[config.mk]
export PLATFORM = sky130hd
export DESIGN_NAME = button_event_gen
export DESIGN_NICKNAME = d
export VERILOG_FILES = /design/src/rtl/button_event_gen.sv
export SDC_FILE = /design/constraint.sdc
export NUM_CORES = 1
export LEC_CHECK = 0
export CAP_MARGIN = 20
export CORE_MARGIN = 5
export CORE_UTILIZATION = 40
export DETAILED_ROUTE_END_ITERATION = 8
export PLACE_DENSITY = 0.66
export SYNTH_ARGS = -nofsm -noshare
export SYNTH_HDL_FRONTEND = slang
export SYNTH_SLANG_ARGS = --single-unit
[constraint.sdc]
create_clock -name clk30 -period 2.55 [get_ports clk30]
set_input_delay 0.765 -clock clk30 [delete_from_list [all_inputs] [get_ports clk30]]
set_output_delay 0.765 -clock clk30 [all_outputs]
set_load 0.05 [all_outputs]
[src/rtl/button_event_gen.sv]
// button_event_gen: synchronise and debounce an active-low button, emit press/release/click/long/repeat strobes
module button_event_gen #(
    parameter int unsigned DEBOUNCE_CYC = 300000,
    parameter int unsigned LONG_CYC     = 15000000,
    parameter int unsigned REPEAT_CYC   = 3000000
) (
    input  logic clk30,
    input  logic rst,
    input  logic btn_n,
    output logic pressed,
    output logic press_pulse,
    output logic release_pulse,
    output logic click_pulse,
    output logic long_pulse,
    output logic repeat_pulse
);
    typedef enum logic [2:0] {IDLE, DB_PRESS, HELD, LONG, DB_RELEASE} state_t;
    localparam logic [31:0] DB_LAST   = 32'(DEBOUNCE_CYC - 1);
    localparam logic [31:0] LONG_LAST = 32'(LONG_CYC - 1);
    localparam logic [31:0] REP_LAST  = 32'(REPEAT_CYC - 1);
    state_t state;
    logic [31:0] cnt;
    logic was_long, s1, s2, btn_s;
    assign btn_s = ~s2;
    always_ff @(posedge clk30 or posedge rst)
        if (rst) begin
            s1 <= 1'b1;
            s2 <= 1'b1;
        end else begin
            s1 <= btn_n;
            s2 <= s1;
        end
    always_ff @(posedge clk30 or posedge rst)
        if (rst) begin
            state         <= IDLE;
            cnt           <= '0;
            was_long      <= 1'b0;
            pressed       <= 1'b0;
            press_pulse   <= 1'b0;
            release_pulse <= 1'b0;
            click_pulse   <= 1'b0;
            long_pulse    <= 1'b0;
            repeat_pulse  <= 1'b0;
        end else begin
            press_pulse   <= 1'b0;
            release_pulse <= 1'b0;
            click_pulse   <= 1'b0;
            long_pulse    <= 1'b0;
            repeat_pulse  <= 1'b0;
            cnt           <= cnt + 32'd1;
            case (state)
                IDLE: begin
                    cnt <= '0;
                    if (btn_s) state <= DB_PRESS;
                end
                DB_PRESS:
                    if (!btn_s) begin
                        state <= IDLE;
                        cnt   <= '0;
                    end else if (cnt == DB_LAST) begin
                        state       <= HELD;
                        cnt         <= '0;
                        press_pulse <= 1'b1;
                        pressed     <= 1'b1;
                    end
                HELD:
                    if (!btn_s) begin
                        state <= DB_RELEASE;
                        cnt   <= '0;
                    end else if (cnt == LONG_LAST) begin
                        state      <= LONG;
                        cnt        <= '0;
                        was_long   <= 1'b1;
                        long_pulse <= 1'b1;
                    end
                LONG:
                    if (!btn_s) begin
                        state <= DB_RELEASE;
                        cnt   <= '0;
                    end else if (cnt == REP_LAST) begin
                        cnt          <= '0;
                        repeat_pulse <= 1'b1;
                    end
                DB_RELEASE:
                    // a bounce resumes the hold phase with its timer restarted
                    if (btn_s) begin
                        state <= was_long ? LONG : HELD;
                        cnt   <= '0;
                    end else if (cnt == DB_LAST) begin
                        state         <= IDLE;
                        cnt           <= '0;
                        release_pulse <= 1'b1;
                        click_pulse   <= ~was_long;
                        was_long      <= 1'b0;
                        pressed       <= 1'b0;
                    end
                default: begin
                    state <= IDLE;
                    cnt   <= '0;
                end
            endcase
        end
endmodule

==> impl_metrics.env <==
export IMPL_status="complete, no violations"
export IMPL_vias=1593
export IMPL_totalWireLength_um=4180
export IMPL_drive_above_1_share=0.146
export IMPL_drc=0
export IMPL_yosysWarnings=0
export IMPL_overflow=0
export IMPL_synthAdderAreaFrac=0.00551
export IMPL_clock_sinks=44
export IMPL_maxCapViolCount=0
export IMPL_clkPwrFrac=0.327
export IMPL_dominantRegCellSynth="dfrtp_1"
export IMPL_worstSetupPathType="flip-flop to primary output"
export IMPL_netlist_area_um2=2270
export IMPL_p_leak_nw=1.04
export IMPL_power_switching_mw=0.351
export IMPL_setup_viol=0
export IMPL_crit_path_start_kind="flip-flop"
export IMPL_antenna_cells=0
export IMPL_grt_pass1_vias=1587
export IMPL_cp_max_fo=3
export IMPL_setup_tns_ns=0
export IMPL_synth_compound_area_frac=0.0309
export IMPL_cts_setup_buffers=0
export IMPL_fmax_mhz=446
export IMPL_synthCells=225
export IMPL_arrival_ns=1.48
export IMPL_p_per_area_nw_per_um2=535
export IMPL_critPathCaptureType="primary output"
export IMPL_cts_buffer_depth=2
export IMPL_critPathBufInv=1
export IMPL_post_cts_resized=0
export IMPL_synth_mux_area_frac=0.00496
export IMPL_io_buffer_count=8
export IMPL_num_fill_cells=522
export IMPL_fin_crit_sh=0.879
export IMPL_wl_met3_um=123
export IMPL_synth_seq_cells=44
export IMPL_hp_class="flip-flop to flip-flop"
export IMPL_r2r_start="cnt[16]"
export IMPL_ant_nets=0
export IMPL_die_width_um=85.3
export IMPL_grt_max_degree=33
export IMPL_finalHoldViolations=0
export IMPL_r2r_end="state[0]"
export IMPL_synth_top_family_by_area="simple AND/OR/NAND/NOR gates"
export IMPL_gp_congestion=0.781
export IMPL_dp_hpwl_um=3110
export IMPL_skew_ns=0.00478
export IMPL_worstRegToRegCells=6
export IMPL_avgViaCountPerCell=5.11
export IMPL_pwr_share_seq=0.548
export IMPL_hold_end="s2"
export IMPL_root_buffer="clkbuf_8"
export IMPL_worstPathRequired_ns=1.79
export IMPL_syn_to_final_growth_pct=11.6
export IMPL_drt_met1_wl_um=2080
export IMPL_power_internal_mw=1.00
export IMPL_fin_util=0.460
export IMPL_drv_slew=0
export IMPL_synth_simple_gate_area_share=0.329
export IMPL_ys_types=44
export IMPL_relSlewSlack=0.539
export IMPL_switching_share=0.259
export IMPL_cts_max_level=2
export IMPL_tightest_slew_ns=0.688
export IMPL_tritoncts="built"
export IMPL_period_needed_ns=2.24
export IMPL_dr_pass1_iters=4
export IMPL_die_area_um2=7280
export IMPL_min_delay_path_depth=0
export IMPL_grt_usage=0.131
export IMPL_combPwrFrac=0.125
export IMPL_hold_start="s1"
export IMPL_critPathMaxStageDelay_ns=0.81
export IMPL_highest_layer="met4"
export IMPL_cts_hold_buf=0
export IMPL_reg2reg_slack_ns=0.42
export IMPL_holdWs_ns=0.361
export IMPL_synth_xor_xnor_area_share=0.116
export IMPL_core_area_um2=5510
export IMPL_cp_cell_sequence="clkdlybuf4s50_1"
export IMPL_grt_pass1_wl_um=7600
export IMPL_cpMaxStageDelayCell="clkdlybuf4s50_1"
export IMPL_fin_nets=243
export IMPL_ir_drop_mv=0.184
export IMPL_syn_area_per_cell_um2=10.1
export IMPL_antenna_found_initial=0
export IMPL_rsz0062_at_grt="false"
export IMPL_total_power_mw=1.36
export IMPL_drt_iter0_drc=104
export IMPL_cts_made_buffers=5
export IMPL_clk_insertion_delay_late_ns=0.29
export IMPL_critPathTopFamily="buffers and inverters"
export IMPL_syn_nets=229
export IMPL_met2WireLength_um=1900
export IMPL_initial_core_util=0.412
export IMPL_die_h_um=85.3
export IMPL_wl_per_cell_um=13.4
export IMPL_clkTransAtPathRegs_ns=0.08
export IMPL_ys_seq_area_frac=0.486
export IMPL_io_pins=9
export IMPL_fp_row_count=27
export IMPL_synth_enable_flop_cells=0
export IMPL_synthArstFlopShare=1.00
[cells by family after synthesis]
kind of cell	Yosys count
adder cells (fa/ha/maj)	1
buffers and inverters	10
AND/OR/NAND/NOR	129
AO/OA/AOI/OAI	10
multiplexers	1
flip-flops	44
XOR/XNOR	30
[worst max path at each step]
stage                        from  endpoint  slack, ns  depth (start not counted)
final                     pressed   pressed       0.31                          1
after floorplan            cnt[0]   cnt[11]       0.66                          8
after global routing      cnt[28]  state[0]       0.17                          6
after CTS                 pressed   pressed       0.29                          1
after global placement    cnt[17]  state[0]       0.44                          6
after detailed placement  cnt[17]  state[0]       0.44                          6
[registers in the layout, indices dropped and copies added (netlist names)]
| signal | count |
|---|---|
| s2 | 1 |
| pressed | 1 |
| repeat_pulse | 1 |
| was_long | 1 |
| click_pulse | 1 |
| long_pulse | 1 |
| cnt | 32 |
| state | 3 |
| release_pulse | 1 |
| s1 | 1 |
| press_pulse | 1 |
[routing by layer]
metal | track usage | vias to the layer above
met3 | 0.0320 | 6
met1 | 0.183 | 761
met4 | 0.0475 | 0
li1 | - | 806
met2 | 0.198 | 20
met5 | 0 | -
[placed cells by master (no fill, tap or decap), types with 6 or more instances in the layout]
master and count:
clkbuf_8 6, clkdlybuf4s50_1 8, dfrtp_1 42, inv_1 6, nand2_1 16, nand3_1 14
nand4_1 6, nor2_1 40, nor2_2 10, nor3_1 6, xnor2_1 16, xor2_1 14
[power by group through the flow]
| stage | logic (mW) | registers [mW] | clock network [mW] |
|---|---|---|---|
| after floorplan | 0.149 | 0.750 | 0 |
| after global placement | 0.171 | 0.755 | 0 |
| after detailed placement | 0.172 | 0.756 | 0 |
| after CTS | 0.173 | 0.742 | 0.452 |
| after global routing | 0.189 | 0.745 | 0.479 |
| final | 0.170 | 0.743 | 0.443 |
[cells in the mapped netlist, types with 4 or more instances]
master	n	area share
dfrtp_1	42	0.46
xor2_1	14	0.054
xnor2_1	16	0.062
and3_1	4	0.011
inv_1	7	0.012
nor2_2	10	0.028
nand2_1	16	0.026
nor3_1	6	0.013
nor4_1	4	0.011
nand4_1	6	0.017
nor2_1	40	0.066
nand3_1	14	0.031
[stage by stage]
| step | instances | cell area [um^2] | worst slack [ns] |
|---|---|---|---|
| detailed placement | 304 | 2440 | 0.435 |
| floorplan | 225 | 2270 | 0.663 |
| finish | 312 | 2530 | 0.308 |
| CTS | 312 | 2530 | 0.292 |
| global route | 312 | 2530 | 0.172 |
| global placement | 304 | 2440 | 0.438 |
[cell type report]
class                      count  area [um^2]  share of cell area
clock buffer                   8         90.1              0.0356
timing repair buffer          10          120              0.0474
tap                           72         90.1              0.0356
inverter                       7         26.3              0.0104
multi-input combinational    171         1100               0.436
sequential                    44         1100               0.436
(Power assumes the default switching activity.)
